$ cat src/rtl/multiplier.sv
// Pipelined unsigned multiplier returning the low DATA_LEN bits of a*b after PIPELINE_STAGE edges.
// Define MULTIPLIER_SATURATE_EN to clamp products that overflow DATA_LEN bits to all-ones.
`timescale 1ns/1ps
module multiplier #(
  parameter int DATA_LEN       = 32,
  parameter int PIPELINE_STAGE = 2
) (
  input  logic                clk,
  input  logic                reset,
  input  logic [DATA_LEN-1:0] a,
  input  logic [DATA_LEN-1:0] b,
  output logic [DATA_LEN-1:0] result
);

  localparam int LO = DATA_LEN / 2;
  localparam int HI = DATA_LEN - LO;

  // Upper product bits only matter when they can trigger saturation.
`ifdef MULTIPLIER_SATURATE_EN
  localparam int PW = 2 * DATA_LEN;
`else
  localparam int PW = DATA_LEN;
`endif

  function automatic logic [DATA_LEN-1:0] f_finalize(input logic [PW-1:0] full);
`ifdef MULTIPLIER_SATURATE_EN
    f_finalize = (|full[PW-1:DATA_LEN]) ? {DATA_LEN{1'b1}} : full[DATA_LEN-1:0];
`else
    f_finalize = full;
`endif
  endfunction

  generate
    if (PIPELINE_STAGE == 0) begin : g_comb
      logic [PW-1:0] w_full;
      assign w_full = PW'(a) * PW'(b);
      assign result = f_finalize(w_full);
    end else if (PIPELINE_STAGE == 1) begin : g_single
      logic [PW-1:0]       w_full;
      logic [DATA_LEN-1:0] r_result;
      assign w_full = PW'(a) * PW'(b);

      always_ff @(posedge clk or negedge reset) begin
        if (!reset) begin
          r_result <= '0;
        end else begin
          r_result <= f_finalize(w_full);
        end
      end

      assign result = r_result;
    end else begin : g_split
      logic [LO-1:0]       w_bLo;
      logic [HI-1:0]       w_bHi;
      logic [PW-1:0]       r_ppLo;
      logic [PW-1:0]       r_ppHi;
      logic [DATA_LEN-1:0] r_sum;

      assign w_bLo = b[LO-1:0];
      assign w_bHi = b[DATA_LEN-1:LO];

      // First stage forms two half-width partial products; second stage aligns and sums them.
      always_ff @(posedge clk or negedge reset) begin
        if (!reset) begin
          r_ppLo <= '0;
          r_ppHi <= '0;
        end else begin
          r_ppLo <= PW'(a) * PW'(w_bLo);
          r_ppHi <= PW'(a) * PW'(w_bHi);
        end
      end

      always_ff @(posedge clk or negedge reset) begin
        if (!reset) begin
          r_sum <= '0;
        end else begin
          r_sum <= f_finalize(r_ppLo + (r_ppHi << LO));
        end
      end

      if (PIPELINE_STAGE == 2) begin : g_noDelay
        assign result = r_sum;
      end else begin : g_delay
        logic [DATA_LEN-1:0] r_delay [PIPELINE_STAGE-2];

        always_ff @(posedge clk or negedge reset) begin
          if (!reset) begin
            for (int i = 0; i < PIPELINE_STAGE - 2; i++) begin
              r_delay[i] <= '0;
            end
          end else begin
            r_delay[0] <= r_sum;
            for (int i = 1; i < PIPELINE_STAGE - 2; i++) begin
              r_delay[i] <= r_delay[i-1];
            end
          end
        end

        assign result = r_delay[PIPELINE_STAGE-3];
      end
    end
  endgenerate

endmodule

$ cat config.mk
export PLATFORM = sky130hd
export DESIGN_NAME = multiplier
export DESIGN_NICKNAME = d
export VERILOG_FILES = /design/src/rtl/multiplier.sv
export SDC_FILE = /design/constraint.sdc
export NUM_CORES = 1
export LEC_CHECK = 0
export ABC_CLOCK_PERIOD_IN_PS = 5760
export CAP_MARGIN = 20
export CORE_AREA = 4 4 233 235
export DETAILED_ROUTE_END_ITERATION = 16
export DIE_AREA = 0 0 237 239
export GPL_TIMING_DRIVEN = 0
export PLACE_DENSITY = 0.62
export SYNTH_ARGS = -nofsm -noshare
export SYNTH_HDL_FRONTEND = slang
export SYNTH_SLANG_ARGS = --single-unit
$ cat constraint.sdc
create_clock -name clk -period 5.76 [get_ports clk]
set_input_delay 1.44 -clock clk [delete_from_list [all_inputs] [get_ports clk]]
set_output_delay 1.44 -clock clk [all_outputs]
set_load 0.05 [all_outputs]
==> flow_summary.ini <==
[sta]
grt_setup_unrepaired = yes
clock-skew-final_ns = 0.0183
final_hold_viol_count = 0
slew_headroom = 0.521
setup_ws_ns = -1.27
min_period_ns = 7.03
drv_slew = 0
min_period_over_period = 1.22
fin_hold_ws_ns = 0.344
setup_viol = 23
max_freq_mhz = 142
worstMarginPinSlew_ns = 0.719

[detailed_routing]
firstDrtPassIters = 5
drc = 0
wl_met2_um = 27600
met3_length_um = 2920
met1_length_um = 22200
totalWireLength_um = 54900
drt-initial-drc-count = 925
vias = 13900
wl_per_cell_um = 18.9
top_layer = met4
ant_nets = 0
vias_per_cell = 4.79

[placed_design]
place_area_um2 = 20500
io_buffers = 89
dpl.hpwl_um = 44200
gp_congestion = 0.949

[critical_path]
worst_ep_arrival_time_ns = 7.25
critPathTopFamily = adder cells
end_kind = flop
critPathLaunchType = input port
cp_max_fo = 6
path_cells = clkbuf_16 > clkbuf_16 > buf_8 > and2_4 > fa_1 > inv_1 > fa_2 > fa_2 > inv_2 > fa_2 > fa_1 > inv_1 > fa_1 > inv_2 > ha_4 > buf_6 > nor2_4 > nor2_2 > o2111ai_2 > a41oi_4 > o41a_1 > a211o_4 > a21oi_4 > xnor2_4
crit_slowest_cell = fa_2
crit_required_ns = 5.98
worstRegToRegCells = 9
cpPeakStageDelay_ns = 0.53
path_buf_inv = 8
reg2reg_from = g_split.r_ppLo[17]
startpoint = b[4]
critical_path_depth = 24
crit_type = in2reg

[cells_and_area]
antenna_cells = 0
area_growth_pct = 26.9
final_cell_mix = 419 x inv_1, 359 x fa_1, 316 x nand2_1
drive_above_1_share = 0.210
final_common_cell = inv_1
utilization = 0.441
design_area_um2 = 23000
fin_nets = 2792

[yosys]
ys_seq_area_frac = 0.110
synth_warnings = 0
async_reset_ff_frac = 1.00
synth.distinct_cells = 53
synth-main-ff-cell = dfrtp_1
synth_seq_cells = 80
avgSynthCellArea_um2 = 9.10
syn_nets = 2573
syn-instance-count = 1993
syn_area_um2 = 18100
synth_edf_count = 0

[global_routing]
grt_usage = 0.194
antenna_found_initial = 0
gr-total-overflow = 0
grt_start_max_net_pins = 59
grt_pass1_vias = 15000
grt_pass1_wl_um = 84900

[cts]
cts_sinks = 80
ctsHtreeMaxLevel = 3
clock_latency_ns = 0.33
cts_tree = done
clockBufferDepth = 2
clk_pin_slew_ns = 0.06
numCtsBuffers = 9
root_buffer = clkbuf_16
cts_hold_buffers = 0

[die]
row_count = 84
start_util = 0.347
die-area_um2 = 56600
boundaryPins = 98
core_um2 = 52200
die-width_um = 237
dieHeight_um = 239

[status]
violations = negative setup slack
outcome = finished, violations left

[run]
maxCapViolCount = 0

[worst_hold_path]
hp-class = reg2reg
holdPathStages = 0
hp-start = g_split.r_ppLo[2]
-- sequential cells by signal, summed over array words and instances (netlist names) --
signal          cells
g_split.r_ppHi     16
g_split.r_ppLo     32
result             32
-- through the flow --
stage | cells | setup WS, ns | setup TNS (ns)
CTS | 2865 | -1.46 | -17.31
detailed placement | 2771 | -3.01 | -55.22
global route | 2905 | -1.37 | -20.31
finish | 2905 | -1.27 | -17.03
floorplan | 1993 | -1.01 | -12.04
global placement | 2770 | -3.01 | -54.76
-- cell type report --
cell class,instances,area [µm²]
plain buffers,81,1180
clock inverters,6,116
inverters,461,1730
well taps,688,861
multi-input cells,1365,14900
fillers,4977,29200
clock buffers,10,239
flip-flops and latches,80,2000
repair buffers,214,2020
-- synthesized netlist by cell type, types with 3 or more instances --
cell / n / area, µm²
inv_1: 461 / 1730
xnor2_1: 83 / 727
a21o_1: 11 / 82.6
o21ai_0: 20 / 100
nor3_1: 11 / 55.1
clkbuf_1: 87 / 327
o21a_1: 7 / 52.6
o21ai_1: 3 / 15.0
fa_1: 385 / 7710
o311ai_1: 3 / 26.3
dfrtp_1: 80 / 2000
o21bai_1: 4 / 30.0
xor2_1: 18 / 158
nor2_1: 29 / 109
or3_1: 5 / 31.3
a21oi_1: 39 / 195
and2_1: 213 / 1330
a21boi_0: 3 / 22.5
a211oi_1: 11 / 82.6
nand2_1: 331 / 1240
nand3_1: 9 / 45.0
a211o_1: 4 / 35.0
or2_2: 4 / 25.0
nor2b_1: 7 / 43.8
ha_1: 129 / 1610
-- final timing paths --
path / end / slack, ns
worst max-delay path: g_split.r_ppLo[31] / -1.27
worst min-delay path: result[2] / 0.34
worst max register to register: result[31] / 3.23
worst min register to register: result[2] / 0.34
max in group asynchronous: g_split.r_ppHi[5] / 4.18
min in group asynchronous: result[21] / 1.00
-- logic make-up (layout without fill, tap and decap cells) --
| kind of cell | after synthesis | in the layout | synth area share |
|---|---|---|---|
| flops | 80 | 80 | 0.110 |
| simple gates | 618 | 618 | 0.163 |
| compound gates | 132 | 132 | 0.0511 |
| xor+xnor | 101 | 101 | 0.0488 |
| fa+ha+maj | 514 | 514 | 0.514 |
| buf+inv | 548 | 772 | 0.113 |
-- worst reg2reg max path, cell delays in order (launching register included) --
cell,delay (ns)
dfrtp_1,0.39
ha_1,0.31
a211o_1,0.30
a211oi_1,0.31
o311ai_1,0.17
a31o_2,0.27
a21o_1,0.19
a21oi_1,0.22
a21oi_1,0.12
xnor2_1,0.13
-- layer usage --
layer | track usage | vias up
met2 | 0.339 | 415
met4 | 0.0681 | 0
met5 | 0 | -
met1 | 0.246 | 7142
met3 | 0.0294 | 91
li1 | - | 6259
-- timing repair --
| action | in CTS | in global routing |
|---|---|---|
| gates cloned | 0 | 0 |
| pin swaps | 100 | 110 |
| endpoints found under the setup margin | 33 | 29 |
| gates resized for setup | 367 | 238 |
| setup buffers | 89 | 49 |
Power is not shown: default switching activity piles up to over one toggle a cycle in this logic, so the estimate is an artifact.
==> patch 1 (same flow settings) <==
The parameter `PIPELINE_STAGE` goes from 2 to 1.
--- a/src/rtl/multiplier.sv
+++ b/src/rtl/multiplier.sv
@@ -5,3 +5,3 @@
   parameter int DATA_LEN       = 32,
-  parameter int PIPELINE_STAGE = 2
+  parameter int PIPELINE_STAGE = 1
 ) (
Check against the original RTL: not equivalent (Yosys sat finds a counterexample within 4 cycles, from zero or initial values and one cycle with reset low).
==> patch 1 against the original RTL <==
Wire length increased by 1.0%; design area decreased by 9.6%; global-route usage increased by 0.45 points; critical path type unchanged; worst hold slack improved by 850 ps; the flow still finishes with violations (negative setup slack); area after synthesis decreased by 8.6%; final cell count decreased by 10%; via count decreased by 9.2%; setup slack got worse by 670 ps; largest cell class unchanged; sequential cell count decreased by 48.
Power is not shown: default switching activity piles up to over one toggle a cycle in this logic, so the estimate is an artifact.
==> patch 1: results (changes against the original RTL) <==
Run status
  – Status: complete, but fails checks
  – Failing checks: negative setup slack

Layout
  – Share of layout cells above drive strength 1: 0.1809 (-0.02883)
  – Final cell count without fillers: 2608 (-10%)
  – Max reg flops: 32

Timing
  – Final Setup Violations: 23 (unchanged)
  – Setup WS post-layout: -1939 ps (-668.7 ps)
  – Fin Hold WS: 1195 ps (+851.5 ps)
  – Slew @ Worst Pin: 702.9 ps (-15.84 ps)
  – Post-route setup TNS: -31330 ps (-14310 ps)

Setup path
  – Crit Path Max Fanout: 8 (+2)
  – Critical Path Slowest Stage Cell: fa_1
  – CP top delay family: adder cells
  – Critical Path Max Stage Delay: 550 ps (+20 ps)
  – Worst Path Arrival: 7920 ps (+670 ps)

Global route
  – Overall Global Routing Usage: 0.1983 (+0.004476)
  – Vias in the first global route: 14070 (-6.3%)
  – Global-route wire length before repair: 85.36 mm (+0.54%)
  – Largest net degree at the start of global routing: 33 (-44%)
  – Antenna violations before repair: 4 (+4)

Synthesis
  – Synthesized-area fraction occupied by adder cells: 0.5852 (+0.07142)
  – Post-synthesis mux area share: 0 (unchanged)
  – YS warnings: 0 (unchanged)
  – Sequential area share after synthesis: 0.04828 (-0.06207)
  – Ys async rst share: 1.000 (unchanged)
  – Post-Synthesis Cells: 1741 (-13%)
  – Ys flop type: dfrtp_1
  – Compound-Gate Fraction of Synth Area: 0.03229 (-0.01882)
  – Xor/xnor share of the synthesized area: 0.04436 (-0.004405)
  – Post-synth top cells: fa_1 (408), and2_1 (368), inv_1 (363)
  – Synth cell types: 45 (-15%)
  – Largest cells by area after synthesis: fa_1 (49%), and2_1 (14%), ha_1 (9.3%)
  – Synth Net Count: 2338 (-9.1%)

Clock tree
  – CTS H-Tree Depth: 2 (-1)
  – TritonCTS buffer count: 5 (-4)
  – Root Buffer: clkbuf_16
  – Clock-pin slew on the worst setup and hold paths: 60 ps (about the same)
  – CTS max path bufs: 2 (unchanged)

Place
  – Final Wtd Congestion: 0.9629 (+1.5%)
  – DP Cell Count: 2524 (-8.9%)
  – PortBufs: 95 (+6.7%)
  – Dpl cell area: 18620 um2 (-9.1%)
  – HPWL Detailed: 45.38 mm (+2.8%)

Route
  – Pre-antenna DRT Iters: 5 (unchanged)
  – DR iter-0 viols: 770 (-17%)
  – Via Count: 12630 (-9.2%)
  – WL/cell: 21.28 um (+13%)

Min path
  – Worst Hold Class: primary input to asynchronous set/reset pin
[patch 1: cell types whose count changed after synthesis, moves of 7 or more]
cell and change:
fa_1 +23, a211oi_1 -7, and2_1 +155, a21oi_1 -17
clkbuf_1 -7, nor2_1 -18, nand2_1 -162, o21ai_0 -9
inv_1 -98, xnor2_1 -18, dfrtp_1 -48
[patch 1: worst paths after layout]
check | start | end | depth (start not counted)
max | b[6] | result[29] | 24
min | reset | result[13] | 1
max in group asynchronous | reset | result[29] | 1
min in group clk | b[5] | result[6] | 6
[patch 1: area by class of cell]
class / instances / area, um2
buffer: 76 / 1061
tap: 688 / 860.8
fill: 5125 / 31440
timing repair buffer: 173 / 1582
clock inverter: 1 / 30.03
sequential: 32 / 800.8
inverter: 363 / 1363
clock buffer: 7 / 152.6
multi-input combinational: 1266 / 14940
antenna: 2 / 5.005
[patch 1: per-stage QoR]
| step | worst slack (ps) | utilization |
|---|---|---|
| after detailed placement | -4023 | 0.3565 |
| after global placement | -3927 | 0.3566 |
| after CTS | -1994 | 0.3877 |
| after floorplan | -1852 | - |
| final | -1939 | 0.3981 |
| after global routing | -2093 | 0.3980 |
[patch 1: cell families (layout without fill, tap and decap cells)]
family                     after synthesis  count (layout)
other                                    0               2
AOI/OAI and AO/OA                       76              76
DFF                                     32              32
buffers and inverters                  443             620
adders and majority gates              531             531
and+or+nand+nor                        575             575
xor gates and xnor gates                84              84
[patch 1: repair_timing]
action                                  in CTS  in global routing
endpoints found under the setup margin      27                 24
gates resized for setup                    444                174
pin swaps                                  103                 84
buffers inserted                            56                 28
hold buffers                                 0                  0
[patch 1: layer usage]
metal  part of all wire  vias up  global-route usage
met5                  0        -                   0
met4              0.043        0             0.06476
met3              0.066      120             0.03403
met2               0.49      491              0.3377
met1               0.40     6596              0.2580
li1                   -     5423                   -
==> patch 2 (same flow settings) <==
Without the edit above. Add an input register stage for `a` and `b`, without a reset; this delays them by one clock.
--- a/src/rtl/multiplier.sv
+++ b/src/rtl/multiplier.sv
@@ -16,2 +16,10 @@
   localparam int HI = DATA_LEN - LO;
+
+  logic [DATA_LEN-1:0] a_q;
+  logic [DATA_LEN-1:0] b_q;
+
+  always_ff @(posedge clk) begin
+    a_q <= a;
+    b_q <= b;
+  end
 
@@ -35,3 +43,3 @@
       logic [PW-1:0] w_full;
-      assign w_full = PW'(a) * PW'(b);
+      assign w_full = PW'(a_q) * PW'(b_q);
       assign result = f_finalize(w_full);
@@ -40,3 +48,3 @@
       logic [DATA_LEN-1:0] r_result;
-      assign w_full = PW'(a) * PW'(b);
+      assign w_full = PW'(a_q) * PW'(b_q);
 
@@ -58,4 +66,4 @@
 
-      assign w_bLo = b[LO-1:0];
-      assign w_bHi = b[DATA_LEN-1:LO];
+      assign w_bLo = b_q[LO-1:0];
+      assign w_bHi = b_q[DATA_LEN-1:LO];
 
@@ -67,4 +75,4 @@
         end else begin
-          r_ppLo <= PW'(a) * PW'(w_bLo);
-          r_ppHi <= PW'(a) * PW'(w_bHi);
+          r_ppLo <= PW'(a_q) * PW'(w_bLo);
+          r_ppHi <= PW'(a_q) * PW'(w_bHi);
         end
Formal check against the unedited RTL: not equivalent (a bounded check fails within 4 cycles, from zero or initial values and one cycle with reset low).
==> patch 2 against the original RTL <==
The run still ends with negative setup slack left; count of clock-buffer cells in the layout increased by 12; maximum frequency rose by 17%; sequential cell count rose by 64; critical path depth down 1; area after synthesis increased by 7.4%; wire length increased by 3.8%; setup slack improved by 1000 ps; worst hold slack better by 2.9 ps; design area grew 3.1%; die area did not move; synthesized cell count grew 3.7%; largest cell class unchanged.
Power is left out: the tool's default activity adds up to more than one toggle a clock period on the data nets, which glitch-free logic cannot reach.
==> patch 2: results (changes against the original RTL) <==
Route
  – DR iter-0 viols: 996 (+7.7%)
  – Wire length on met3: 3.681 mm (+26%)
  – Via density: 4.850 (+1.3%)
  – WL/cell: 19.35 um (+2.3%)
  – Wl on met1: 22.47 mm (+1.2%)

Setup path
  – Crit Path Max Fanout: 4 (-2)
  – Critical Path Sink: g_split.r_ppLo[28]
  – Reg-to-reg startpoint: a_q[13]
  – Critical Path Slowest Stage Cell: fa_1
  – Worst Reg-to-Reg Cells: 23 (+14)

Run status
  – Failing checks: negative setup slack
  – Status: complete, but fails checks

Timing
  – Fin Hold WS: 346.8 ps (+2.935 ps)
  – Clock skew: 16.50 ps (-1.819 ps)
  – Setup WS post-layout: -245.8 ps (+1024 ps)
  – Final Setup Violations: 9 (-61%)

Layout
  – Non-clk bufs: 250 (-15%)
  – Multi-input logic area: 14560 um2 (-2.0%)
  – Share of layout cells above drive strength 1: 0.1293 (-0.08048)
  – Final clock-cell share: 0.02463 (+0.009191)
  – Fillcell total: 4914 (-1.3%)
  – Clkbuf count: 22 (+12)
  – Multi-In Gates: 1374 (+0.66%)

Global route
  – Vias in the first global route: 15390 (+2.5%)
  – Met1 Use GR: 0.2491 (+0.003341)

Synthesis
  – Yosys reg bits: 144 (+80%)
  – Synth Net Count: 2647 (+2.9%)
  – Post-Synthesis Cells: 2067 (+3.7%)
  – Post-synth top cells: inv_1 (459), fa_1 (385), nand2_1 (337)
  – Sequential area share after synthesis: 0.1686 (+0.05821)

Place
  – PortBufs: 97 (+9.0%)
  – DP Cell Count: 2853 (+3.0%)

Clock tree
  – CTS H-Tree Depth: 4 (+1)

Min path
  – Worst Hold End: result[6]
  – HP Start: g_split.r_ppLo[6]
[patch 2: cell count changes in the layout (fill, tap and decap cells not counted), sizes merged, moves of 5 or more]
cell	change
dfxtp	+64
buf	-93
nand3b	+6
clkbuf	+16
nand2	+6
clkdlybuf4s50	+53
xor2	+5
[patch 2: cells by family (layout without fill, tap and decap cells)]
logic type | after synthesis | in the layout | share of synthesized area
flops | 144 | 144 | 0.1686
xor+xnor | 103 | 103 | 0.04632
compound gates | 114 | 114 | 0.04124
buf+inv | 549 | 741 | 0.1062
simple gates | 643 | 643 | 0.1591
fa+ha+maj | 514 | 514 | 0.4786
[patch 2: what timing repair did]
action	in CTS	in global routing
pin swaps	31	48
resized for setup	251	121
endpoints found under the setup margin	24	14
endpoints found under the hold margin	0	0
setup buffers	57	18
[patch 2: per-stage QoR]
step	setup WS, ps	instance area (um2)
6_report	-245.8	23720
5_1_grt	-365.4	23720
4_1_cts	-358.8	23170
3_5_place_dp	-1321	21340
3_3_place_gp	-1309	21310
2_1_floorplan	26.38	19480
